**config.mk**
```make
export PLATFORM = sky130hd
export DESIGN_NAME = text_entry_buffer
export DESIGN_NICKNAME = d
export VERILOG_FILES = /design/src/rtl/text_entry_buffer.sv
export SDC_FILE = /design/constraint.sdc
export NUM_CORES = 1
export LEC_CHECK = 0
export BUFFER_PORTS_ARGS = -buffer_cell sky130_fd_sc_hd__buf_2
export CAP_MARGIN = 15
export CORE_MARGIN = 2
export CORE_UTILIZATION = 54
export CTS_CLUSTER_SIZE = 40
export DETAILED_ROUTE_END_ITERATION = 16
export PLACE_DENSITY = 0.67
export SYNTH_ARGS = -nofsm -noshare
export SYNTH_HDL_FRONTEND = slang
export SYNTH_SLANG_ARGS = --single-unit
export TNS_END_PERCENT = 5
```
**constraint.sdc**
```tcl
create_clock -name clk -period 7 [get_ports clk]
set_input_delay 1.4 -clock clk [delete_from_list [all_inputs] [get_ports clk]]
set_output_delay 1.4 -clock clk [all_outputs]
set_load 0.02 [all_outputs]
```
**src/rtl/text_entry_buffer.sv**
```systemverilog
// rtl/text_entry_buffer.sv - debounced push-button text entry buffer with circular character storage (optional TEXT_ENTRY_SCROLL_EN)
module text_entry_buffer #(
    parameter int CHAR_W    = 8,
    parameter int DEPTH     = 32,
    parameter int DB_CYCLES = 1000000
) (
    input  logic                       clk,
    input  logic                       reset_n,
    input  logic                       btn_commit,
    input  logic                       btn_back,
    input  logic                       btn_clear,
    input  logic [CHAR_W-1:0]          char_in,
    input  logic [$clog2(DEPTH)-1:0]   rd_addr,
    output logic [CHAR_W-1:0]          rd_data,
    output logic [$clog2(DEPTH):0]     count,
    output logic                       empty,
    output logic                       full,
    output logic                       overflow,
    output logic [CHAR_W-1:0]          last_char
);

    localparam int AW = $clog2(DEPTH);
    localparam int CW = $clog2(DB_CYCLES + 1);
    localparam logic [CW-1:0] DB_LAST = CW'(DB_CYCLES - 1);
    localparam logic [AW:0]   DEPTH_C = (AW + 1)'(DEPTH);
    localparam logic [AW:0]   CNT_ONE = (AW + 1)'(1);
    localparam logic [AW-1:0] PTR_ONE = AW'(1);

    // Button lanes: bit 0 commit, bit 1 back, bit 2 clear
    logic [2:0]    btn_raw;
    logic [2:0]    sync1_q, sync1_d;
    logic [2:0]    sync2_q, sync2_d;
    logic [2:0]    stable_q, stable_d;
    logic [2:0]    pulse_q, pulse_d;
    logic [CW-1:0] db_cnt_q [3];
    logic [CW-1:0] db_cnt_d [3];

    logic [CHAR_W-1:0] mem [DEPTH];
    logic [AW-1:0]     head_q, head_d;
    logic [AW:0]       count_q, count_d;
    logic              overflow_q, overflow_d;
    logic [CHAR_W-1:0] last_char_q, last_char_d;
    logic [CHAR_W-1:0] rd_data_q, rd_data_d;
    logic              wr_en;
    logic [AW-1:0]     wr_addr;
    logic [AW:0]       last_idx;
    logic              do_clear, do_back, do_commit;

    assign btn_raw = {btn_clear, btn_back, btn_commit};

    // Synchronise, debounce and edge-detect each button; any agreement restarts the count
    always_comb begin
        sync1_d  = btn_raw;
        sync2_d  = sync1_q;
        stable_d = stable_q;
        for (int i = 0; i < 3; i++) begin
            db_cnt_d[i] = '0;
            if (sync2_q[i] != stable_q[i]) begin
                if (db_cnt_q[i] == DB_LAST) begin
                    stable_d[i] = sync2_q[i];
                end else begin
                    db_cnt_d[i] = db_cnt_q[i] + CW'(1);
                end
            end
        end
        pulse_d = stable_d & ~stable_q;
    end

    // Resolve commands (clear > back > commit) and compute next buffer state
    always_comb begin
        do_clear    = pulse_q[2];
        do_back     = pulse_q[1] & ~pulse_q[2];
        do_commit   = pulse_q[0] & ~pulse_q[1] & ~pulse_q[2];
        head_d      = head_q;
        count_d     = count_q;
        overflow_d  = 1'b0;
        wr_en       = 1'b0;
        wr_addr     = head_q + count_q[AW-1:0];
        if (do_clear) begin
            head_d  = '0;
            count_d = '0;
        end else if (do_back) begin
            if (count_q != '0) begin
                count_d = count_q - CNT_ONE;
            end
        end else if (do_commit) begin
            if (count_q != DEPTH_C) begin
                wr_en   = 1'b1;
                count_d = count_q + CNT_ONE;
            end else begin
                overflow_d = 1'b1;
`ifdef TEXT_ENTRY_SCROLL_EN
                // Full buffer: the write slot is the oldest entry, which the head then skips past
                wr_en  = 1'b1;
                head_d = head_q + PTR_ONE;
`endif
            end
        end

        last_idx = count_d - CNT_ONE;
        if (count_d == '0) begin
            last_char_d = '0;
        end else if (wr_en) begin
            last_char_d = char_in;
        end else begin
            last_char_d = mem[head_d + last_idx[AW-1:0]];
        end

        if ({1'b0, rd_addr} < count_q) begin
            rd_data_d = mem[head_q + rd_addr];
        end else begin
            rd_data_d = '0;
        end
    end

    // Button pipeline state, cleared asynchronously so a pending press is forgotten
    always_ff @(posedge clk or negedge reset_n) begin
        if (!reset_n) begin
            sync1_q  <= '0;
            sync2_q  <= '0;
            stable_q <= '0;
            pulse_q  <= '0;
            for (int i = 0; i < 3; i++) begin
                db_cnt_q[i] <= '0;
            end
        end else begin
            sync1_q  <= sync1_d;
            sync2_q  <= sync2_d;
            stable_q <= stable_d;
            pulse_q  <= pulse_d;
            for (int i = 0; i < 3; i++) begin
                db_cnt_q[i] <= db_cnt_d[i];
            end
        end
    end

    // Buffer bookkeeping and registered outputs
    always_ff @(posedge clk or negedge reset_n) begin
        if (!reset_n) begin
            head_q      <= '0;
            count_q     <= '0;
            overflow_q  <= 1'b0;
            last_char_q <= '0;
            rd_data_q   <= '0;
        end else begin
            head_q      <= head_d;
            count_q     <= count_d;
            overflow_q  <= overflow_d;
            last_char_q <= last_char_d;
            rd_data_q   <= rd_data_d;
        end
    end

    // Character storage; contents survive reset and clear since count gates every read
    always_ff @(posedge clk) begin
        if (wr_en) begin
            mem[wr_addr] <= char_in;
        end
    end

    assign rd_data   = rd_data_q;
    assign count     = count_q;
    assign empty     = (count_q == '0);
    assign full      = (count_q == DEPTH_C);
    assign overflow  = overflow_q;
    assign last_char = last_char_q;

endmodule

```
==> summary.txt <==
Drt
  • Initial DRC count: slightly above 1000
  • Drt first pass iters: 5
  • DR WL/cell: roughly 26 um
  • # DRC: 0
  • Total number of vias: between 9000 and 10000
  • Vias/cell: 6.39
  • Final ANT Viol Nets: 0
  • Total Wirelength: roughly 40000 um

Placed design
  • IO Port Bufs: 42
  • Placer congestion estimate: 0.815
  • Dpl ws: a little under 2 ns
  • Detailed Place HPWL: 24700 um

GRT
  • Largest net degree at the start of global routing: between 70 and 80
  • All-layer global routing usage: between 20% and 30%
  • Initial antenna violation count: 1
  • Met1 Use GR: 34.9%
  • Met3 Resource Use GR: ~6%
  • Global-route wire length before repair: roughly 60000 um
  • Grt ovf: 0
  • Met2 usage: just over 40%
  • Vias in the first global route: approximately 10000
  • Grt peak-use layer: met2

Setup path
  • Slowest-stage cell, CP: xor2_2
  • Worst R2R Path Depth: 17
  • End of the critical path: last_char[6]
  • R2R Setup Slk: about 2 ns
  • Worst path required time: ~7.4 ns
  • CP startpoint: count[0]
  • Reg2Reg Capture Point: last_char[6]
  • CP max stage delay: around 0.55 ns
  • Crit Path Class: flip-flop to flip-flop
  • Buf+Inv Stages, Crit Path: 4
  • R2R Path Start: count[0]
  • Critical Path End Type: flip-flop
  • Arrival @ worst endpoint: between 5 and 6 ns
  • Critical-path cell list: inv_1 -> ha_1 -> and2_1 -> and2_1 -> nand2b_1 -> buf_4 -> a211oi_1 -> a31oi_1 -> ha_4 -> inv_1 -> ha_4 -> fa_1 -> xor2_2 -> buf_4 -> mux4_2 -> or3_1 -> o2111a_1
  • Crit. path cell count: 17
  • Startpoint class of the critical path: flip-flop
  • Worst path top cell family by delay: adder cells
  • Crit path max fanout: 19

Finish
  • Most common cell after layout, fill and taps aside: edfxtp_1
  • Final Core Density: between 60% and 70%
  • Highest-count cells in the layout ignoring fill and taps: 256 x edfxtp_1, 160 x mux4_2, 123 x nor2_1, 100 x dfrtp_1
  • Nets@finish: between 1000 and 1500
  • Antenna fix cells: 0
  • Area Overhead vs Synth: 12.7%
  • Fraction of layout cells with a size suffix above 1: 27.5%

Power
  • P_leak: 0.00690 uW
  • Worst vdd ir: ~0.00024 V
  • Cell Pwr Density: about 240 nW/um2

Clock tree
  • # clock sinks: about 360
  • Clk_lat worst skew: around 0.54 ns
  • Post-cts hold buffer count: 0
  • Setup bufs post-CTS: 0
  • CTS H-tree depth: 2
  • CTS buffer count: 40
  • Post-cts resize count: 0
  • CTS tree: done
  • Max Buffers Root-to-Sink: 3
  • CTS root buffer: clkbuf_16
  • Reg clk slew, reported paths: around 0.07 ns

Die
  • Starting Density: 55.3%
  • Die Height: 181 um
  • Io pins: 43
  • Die footprint: 32900 um2
  • FP Rows: 64
  • Die width: about 180 um
  • Core footprint: between 30000 and 40000 um2

Logic synthesis
  • Netlist cell types: 50
  • Synth warn: 0
  • Synthesized area: between 15000 and 20000 um2
  • Synth Register Bits: between 300 and 400
  • Post-Synthesis Cells: around 1000
  • Ys flop type: edfxtp_1
  • Post-synth EDFFs: 256
  • Post-synthesis sequential area ratio: 60.0%
  • Syn nets: around 1100
  • Average cell area after synthesis: 16.3 um2
  • Ys async rst share: approximately 28%

Hold path
  • Hold Path Class: flip-flop to flip-flop

STA
  • Endpoints failing setup: 0
  • RSZ-0062 raised after global routing: false
  • Slew margin rel.: between 10% and 20%
  • Period minus WS final: between 5 and 6 ns
  • Final Cycle Share: 72.2%
  • Worst-margin pin slew: 1.23 ns
  • Max-slew violations: 0
  • Worst Skew: about 0.022 ns
  • Fmax: between 0.15 and 0.2 GHz
  • Setup_tns: 0 ns
  • Final Hold Viols: 0
  • Worst setup margin: 1.94 ns

Job
  • Max-Cap Viols: 0

Run status
  • Status: finished clean
==> worst min path at each step <==
| stage | start | endpoint | cells past startpoint |
|---|---|---|---|
| 6_report | sync1_q[1] | sync2_q[1] | 0 |
| 5_1_grt | sync1_q[1] | sync2_q[1] | 0 |
| 4_1_cts | sync1_q[1] | sync2_q[1] | 0 |
| 3_5_place_dp | sync1_q[1] | sync2_q[1] | 0 |
| 3_3_place_gp | sync1_q[1] | sync2_q[1] | 0 |
| 2_1_floorplan | sync1_q[0] | sync2_q[0] | 0 |
==> cells in the mapped netlist, types with 11 or more instances <==
master    count  share of area [%]
edfxtp_1    256                 45
mux4_2      160                 21
nor2_1      123                2.7
dfrtp_1     100                 15
nand2_1      41               0.91
xnor2_1      36                1.9
clkbuf_1     34               0.75
xor2_1       32                1.6
inv_1        29               0.64
nand3_1      27               0.80
ha_1         25                1.8
and3_1       14               0.52
or3_1        14               0.52
a21oi_1      13               0.38
nor4_1       13               0.48
nand4_1      11               0.41
==> worst reg2reg max path, stage by stage, from the launching register on <==
cell	delay (ns)
dfrtp_1	0.48
inv_1	0.18
ha_1	0.20
and2_1	0.15
and2_1	0.16
nand2b_1	0.11
buf_4	0.35
a211oi_1	0.14
a31oi_1	0.32
ha_4	0.18
inv_1	0.06
ha_4	0.17
fa_1	0.46
xor2_2	0.55
buf_4	0.43
mux4_2	0.55
or3_1	0.33
o2111a_1	0.15
==> through the flow <==
step / instance area [um2] / std cells / hold WS (ns) / power, uW
after CTS: 19100 / 1517 / 0.351 / 4590
final: 19100 / 1518 / 0.347 / 4560
after global placement: 17800 / 1443 / 0.337 / 2500
after floorplan: 17000 / 1041 / 0.331 / 2420
after global routing: 19100 / 1518 / 0.365 / 4700
after detailed placement: 17800 / 1443 / 0.338 / 2500
==> layout make-up <==
class | count | area, um2
clock buffers | 55 | 1130
clock inverters | 19 | 209
repair buffers | 59 | 357
well taps | 396 | 495
flip-flops and latches | 356 | 10200
inverters | 29 | 109
multi-input cells | 604 | 6650
fillers | 2234 | 11600
==> layer usage <==
metal  share of wire, %  vias up
met1                 41     5059
met4                3.3        2
met5              0.030        -
met3                7.9       75
met2                 48      370
li1                   -     4195
==> flip-flops by register name, summed over array words and instances (netlist names), 5 cells and up <==
name       count
count          6
db_cnt_q      60
head_q         5
last_char      8
mem          256
rd_data        8
==> cells by family after synthesis <==
kind of cell               Yosys count  synth area share, %
AOI/OAI and AO/OA                   46                 2.03
xor gates and xnor gates            68                 3.51
adders and majority gates           28                 2.19
buffers and inverters               81                 1.92
DFF                                356                 60.0
muxes                              174                 22.1
and+or+nand+nor                    288                 8.30
==> power by group <==
| part | switching, uW | internal [uW] |
|---|---|---|
| Sequential | 6.55 | 2270 |
| Clock | 852 | 1250 |
| Combinational | 105 | 67.0 |
(Power assumes the default switching activity.)
